## src/rtl/pc_pkg.sv

```systemverilog
// Shared types and default constants for the program-counter unit.
package pc_pkg;

   typedef enum logic [1:0] {
      SEQ    = 2'b00,
      BRANCH = 2'b01,
      JALR   = 2'b10,
      RSVD   = 2'b11
   } pc_src_e;

   typedef enum logic [1:0] {
      BOOT = 2'd0,
      RUN  = 2'd1,
      HALT = 2'd2
   } pc_state_e;

   localparam int unsigned DEF_XLEN         = 32;
   localparam logic [31:0] DEF_RESET_VECTOR = 32'h0000_0000;
   localparam logic [31:0] DEF_TRAP_VECTOR  = 32'h0000_0100;
   localparam int unsigned DEF_INC          = 4;
   localparam int unsigned DEF_ALIGN_BITS   = 2;

endpackage

```

## src/rtl/pc_incrementer.sv

```systemverilog
// Combinational sequential-address adder: sum = pc + INC, wrapping modulo 2^XLEN.
module pc_incrementer #(
   parameter int unsigned XLEN = 32,
   parameter int unsigned INC  = 4
) (
   input  logic [XLEN-1:0] pc,
   output logic [XLEN-1:0] sum
);

   assign sum = pc + XLEN'(INC);

endmodule

```

## src/rtl/pc_unit.sv

```systemverilog
// Program-counter unit: owns the PC register, selects sequential/branch/jalr next PC,
// and handles boot, stall, halt/resume and misaligned-target trapping.
module pc_unit
   import pc_pkg::*;
#(
   parameter int unsigned     XLEN         = DEF_XLEN,
   parameter logic [XLEN-1:0] RESET_VECTOR = XLEN'(DEF_RESET_VECTOR),
   parameter logic [XLEN-1:0] TRAP_VECTOR  = XLEN'(DEF_TRAP_VECTOR),
   parameter int unsigned     INC          = DEF_INC,
   parameter int unsigned     ALIGN_BITS   = DEF_ALIGN_BITS
) (
   input  logic            clk,
   input  logic            rst,
   input  logic            stall,
   input  logic [1:0]      pc_src,
   input  logic            branch_taken,
   input  logic [XLEN-1:0] branch_target,
   input  logic [XLEN-1:0] jalr_target,
   input  logic            halt,
   input  logic            resume,
   output logic [XLEN-1:0] pc,
   output logic [XLEN-1:0] pc_next_seq,
   output logic            pc_valid,
   output logic            misaligned,
   output logic [XLEN-1:0] fault_addr,
   output logic [1:0]      state
);

   localparam logic [XLEN-1:0] ALIGN_MASK = XLEN'((64'd1 << ALIGN_BITS) - 64'd1);
   localparam logic [XLEN-1:0] JALR_MASK  = ~XLEN'(1);

   pc_state_e       state_q;
   logic            redirect;
   logic            target_bad;
   logic [XLEN-1:0] candidate;

   pc_incrementer #(
      .XLEN (XLEN),
      .INC  (INC)
   ) u_inc (
      .pc  (pc),
      .sum (pc_next_seq)
   );

   // Redirect selection; sequential flow never goes through the alignment check.
   always_comb begin
      redirect  = 1'b0;
      candidate = pc_next_seq;
      unique case (pc_src_e'(pc_src))
         BRANCH: begin
            if (branch_taken) begin
               redirect  = 1'b1;
               candidate = branch_target;
            end
         end
         JALR: begin
            redirect  = 1'b1;
            candidate = jalr_target & JALR_MASK;
         end
         default: begin
            redirect  = 1'b0;
            candidate = pc_next_seq;
         end
      endcase
      target_bad = redirect && ((candidate & ALIGN_MASK) != '0);
   end

   // State machine and PC register; priority in RUN is halt > stall > redirect > sequential.
   always_ff @(posedge clk) begin
      if (rst) begin
         state_q    <= BOOT;
         pc         <= RESET_VECTOR;
         pc_valid   <= 1'b0;
         misaligned <= 1'b0;
         fault_addr <= '0;
      end else begin
         misaligned <= 1'b0;
         case (state_q)
            BOOT: begin
               state_q  <= RUN;
               pc_valid <= 1'b1;
            end
            RUN: begin
               if (halt) begin
                  state_q  <= HALT;
                  pc_valid <= 1'b0;
               end else if (stall) begin
                  pc <= pc;
               end else if (target_bad) begin
                  pc         <= TRAP_VECTOR;
                  fault_addr <= candidate;
                  misaligned <= 1'b1;
               end else begin
                  pc <= candidate;
               end
            end
            HALT: begin
               if (resume && !halt) begin
                  state_q  <= RUN;
                  pc_valid <= 1'b1;
               end
            end
            default: begin
               state_q  <= BOOT;
               pc_valid <= 1'b0;
            end
         endcase
      end
   end

   assign state = state_q;

endmodule

```

## config.mk

```make
export PLATFORM = sky130hd
export DESIGN_NAME = pc_unit
export DESIGN_NICKNAME = d
export VERILOG_FILES = /design/src/rtl/pc_pkg.sv /design/src/rtl/pc_incrementer.sv /design/src/rtl/pc_unit.sv
export SDC_FILE = /design/constraint.sdc
export NUM_CORES = 1
export LEC_CHECK = 0
export CORE_AREA = 4 4 115 117
export DETAILED_ROUTE_END_ITERATION = 16
export DIE_AREA = 0 0 119 121
export GPL_TIMING_DRIVEN = 0
export SYNTH_ARGS = -nofsm -noshare
export SYNTH_HDL_FRONTEND = slang
export SYNTH_SLANG_ARGS = --single-unit
```

## constraint.sdc

```tcl
create_clock -name clk -period 2.8 [get_ports clk]
set_input_delay 0.56 -clock clk [delete_from_list [all_inputs] [get_ports clk]]
set_output_delay 0.56 -clock clk [all_outputs]
set_load 0.005 [all_outputs]
```

==> impl_metrics.py <==
metrics = {
    "run_status": {
        "outcome": "finished with violations",
        "violations": "negative setup slack",
    },
    "worst_setup_path": {
        "crit_arrival_ns": 2.30,
        "critical-path-slowest-cell": "clkdlybuf4s50_1",
        "rrSetupSlack_ns": 0.24,
        "worst_r2r_endpoint": "pc[25]",
        "cpPeakStageDelay_ns": 0.55,
        "worstSetupPathType": "flip-flop to primary output",
        "required_ns": 2.24,
        "cp_max_fo": 4,
        "reg2reg_depth": 11,
        "critPathLaunchType": "flip-flop",
        "crit_path_cell_trace": "ha_4 > nand4_1 > nor4_4 > nand3_1 > xnor2_2 > clkdlybuf4s50_1",
        "r2r_start": "pc[3]",
        "cp-end-kind": "primary output",
    },
    "power": {
        "pwr-share-seq_pct": 39.3,
        "total_power_mw": 2.53,
        "p_clk_share_pct": 42.7,
        "swShare_pct": 25.4,
        "powerDensity_nw_per_um2": 396,
        "p_sw_mw": 0.642,
        "intPower_mw": 1.89,
        "leakage_nw": 2.43,
        "p_comb_share_pct": 18.0,
        "peakVddDrop_uv": 223,
    },
    "timing": {
        "final-hold-violation-count": 0,
        "setup_violations": 1,
        "worst_pin_slew_ns": 0.818,
        "tns_ns": -0.0646,
        "finalMaxSlewViolations": 0,
        "rsz0062_at_grt": "true",
        "fmax_mhz": 349,
        "relSlewSlack_pct": 45.5,
        "fin_ws_ns": -0.0646,
        "fin_crit_sh_pct": 102,
        "fin_crit_ns": 2.86,
        "fin_skew_ns": 0.00482,
    },
    "synth": {
        "netlist_instances": 411,
        "ys_top_cells_by_area": "dfxtp_1, a211oi_2, nor2_1, a222oi_1, xnor2_1",
        "synth_compound_area_share_pct": 26.9,
        "async_flop_share_pct": 0,
        "synth-simple-area-share_pct": 21.7,
        "syn_area_per_cell_um2": 8.70,
        "synth_edf_count": 0,
        "synth-main-ff-cell": "dfxtp_1",
        "synth_cell_type_count": 53,
        "synth_xor_area_share_pct": 6.58,
        "synth_area_um2": 3580,
        "ys_seq_area_share_pct": 37.5,
        "synth.largest_area_cell": "dfxtp_1",
        "syn-num-nets": 486,
        "synth_common_cells": "dfxtp_1, nor2_1, nand2_1",
        "ys_seq_elements": 67,
        "yosysWarnings": 0,
        "synth_top_family_by_area": "compound AO/OA/AOI/OAI gates",
        "yosysTopAreaCellShare_pct": 37.5,
        "yosys.area_share.adder_pct": 1.05,
        "synthMuxAreaShare_pct": 0.560,
        "synth.most_common_cell": "dfxtp_1",
    },
    "flow_run": {
        "maxCapViolCount": 0,
    },
    "grt": {
        "grt_start_max_net_pins": 11,
        "antenna_found_initial": 0,
        "track_usage_pct": 20.3,
        "grt-ovfl-total": 0,
        "grt_first_pass_wirelength_mm": 22.9,
        "grt_pass1_vias": 4113,
    },
    "cells_and_area": {
        "syn2layout_area_growth_pct": 78.6,
        "diodes": 0,
        "final_area_um2": 6390,
        "multiInputGateArea_um2": 2220,
        "regArea_um2": 1380,
        "n_fill_cell": 1153,
        "drive_gt1_share_pct": 23.8,
        "nets": 705,
    },
    "clocking": {
        "cts.sinks": 67,
        "clk_pin_slew_worst_paths_ns": 0.05,
        "cts_inserted_buffers": 9,
        "ctsHtreeMaxLevel": 3,
        "tritoncts": "built",
        "cts_buffer_depth": 2,
        "cts_root_buffer": "clkbuf_16",
        "clk_latency_ns": 0.33,
    },
    "hold_path": {
        "min_from": "fault_addr[0]",
        "whs_path_depth": 2,
        "min_path_type": "flip-flop to flip-flop",
        "holdPathEnd": "fault_addr[0]",
    },
    "drt": {
        "drt_wl_total_mm": 15.1,
        "post-route-drc-count": 0,
        "wl_per_cell_um": 18.7,
        "final_antenna_net_count": 0,
        "routed_via_density": 5.09,
        "num_vias": 4104,
        "drt_iter0_drc": 390,
        "drt_pre_antenna_iters": 6,
    },
    "placed_design": {
        "gp_congestion": 0.838,
        "hpwl_mm": 11.0,
        "place_ws_ns": -0.791,
        "post_dp_cell_area_um2": 5480,
        "io_buffer_count": 169,
    },
    "die": {
        "die-area_um2": 14400,
        "rows": 41,
        "io_pins": 172,
        "core_area_um2": 12400,
        "fp.dieW_um": 119,
        "die-height_um": 121,
        "initial_utilization_pct": 28.9,
    },
}
-- per-layer routing --
metal  vias to the layer above  track usage, %  part of all wire [%]
met4                         0            7.75                   2.2
met1                      1926            25.8                    42
met3                        27            5.41                   7.6
met2                       187            32.8                    48
li1                       1964               -                     -
met5                         -               0                     0
-- sequential cells by signal, summed over array words and instances (netlist names) --
signal / flops
misaligned: 1
state: 2
fault_addr: 32
pc: 32
-- power groups by stage --
| stage | Combinational, mW | Clock [mW] | Sequential (mW) |
|---|---|---|---|
| 2_1_floorplan | 0.173 | 0 | 1.01 |
| 6_report | 0.456 | 1.08 | 0.994 |
| 3_3_place_gp | 0.403 | 0 | 1.02 |
| 4_1_cts | 0.440 | 1.10 | 0.995 |
| 3_5_place_dp | 0.405 | 0 | 1.02 |
| 5_1_grt | 0.487 | 1.15 | 0.997 |
-- how the worst max path moves through the flow --
stage / from / to / cells past startpoint
floorplan: pc_src[0] / fault_addr[26] / 11
global placement: pc_src[0] / pc[31] / 11
detailed placement: pc_src[0] / pc[29] / 11
CTS: pc[7] / pc_next_seq[13] / 6
global route: pc[2] / pc_next_seq[30] / 6
finish: pc[2] / pc_next_seq[30] / 6
-- critical path: cells and delay by family, from the launching register on --
family,cells,cell delay (ns)
and+or+nand+nor,3,0.64
buffers and inverters,1,0.55
DFF,1,0.37
xor gates and xnor gates,1,0.24
adders and majority gates,1,0.17
-- placed cells by master (no fill, tap or decap), drive strengths merged, types with 3 or more instances in the layout --
| master | synthesis | routed |
|---|---|---|
| a211oi | 27 | 27 |
| a21oi | 12 | 12 |
| a222oi | 21 | 21 |
| a22o | 6 | 6 |
| a22oi | 4 | 4 |
| a31oi | 3 | 3 |
| and3 | 3 | 3 |
| and4 | 5 | 5 |
| buf | 16 | 53 |
| clkbuf | 15 | 31 |
| clkdlybuf4s50 | 0 | 155 |
| dfxtp | 67 | 67 |
| dlygate4sd2 | 0 | 8 |
| ha | 3 | 3 |
| inv | 8 | 8 |
| nand2 | 40 | 40 |
| nand2b | 3 | 3 |
| nand3 | 14 | 14 |
| nand4 | 11 | 11 |
| nor2 | 62 | 62 |
| nor2b | 4 | 4 |
| nor3 | 7 | 7 |
| nor4 | 3 | 3 |
| o21ai | 30 | 30 |
| xnor2 | 22 | 22 |
| xor2 | 4 | 4 |
-- repair_timing --
action	in CTS	in global routing
gates cloned	0	2
hold buffers	0	0
buffers inserted	24	14
resized for setup	65	33
pin swaps	17	13
endpoints found under the setup margin	81	67
-- kinds of logic after synthesis --
group / after synthesis
simple gates: 157
xor+xnor: 26
mux: 2
compound gates: 117
buf+inv: 39
flops: 67
fa+ha+maj: 3
-- layout make-up --
type                    instances  area share (%)
repair buffers                208            31.6
flip-flops and latches         67            21.7
plain buffers                  31            3.68
multi-input cells             305            34.8
well taps                     172            3.37
clock inverters                 3           0.627
inverters                       8           0.470
clock buffers                  12            3.70
-- metrics by stage --
step	hold slack [ns]	utilization [%]	std cells
detailed placement	0.458	44.3	752
global route	0.484	51.7	806
finish	0.464	51.7	806
floorplan	0.453	-	411
CTS	0.465	49.5	791
global placement	0.444	44.3	752
No activity file was read; power rests on OpenSTA's default activity.
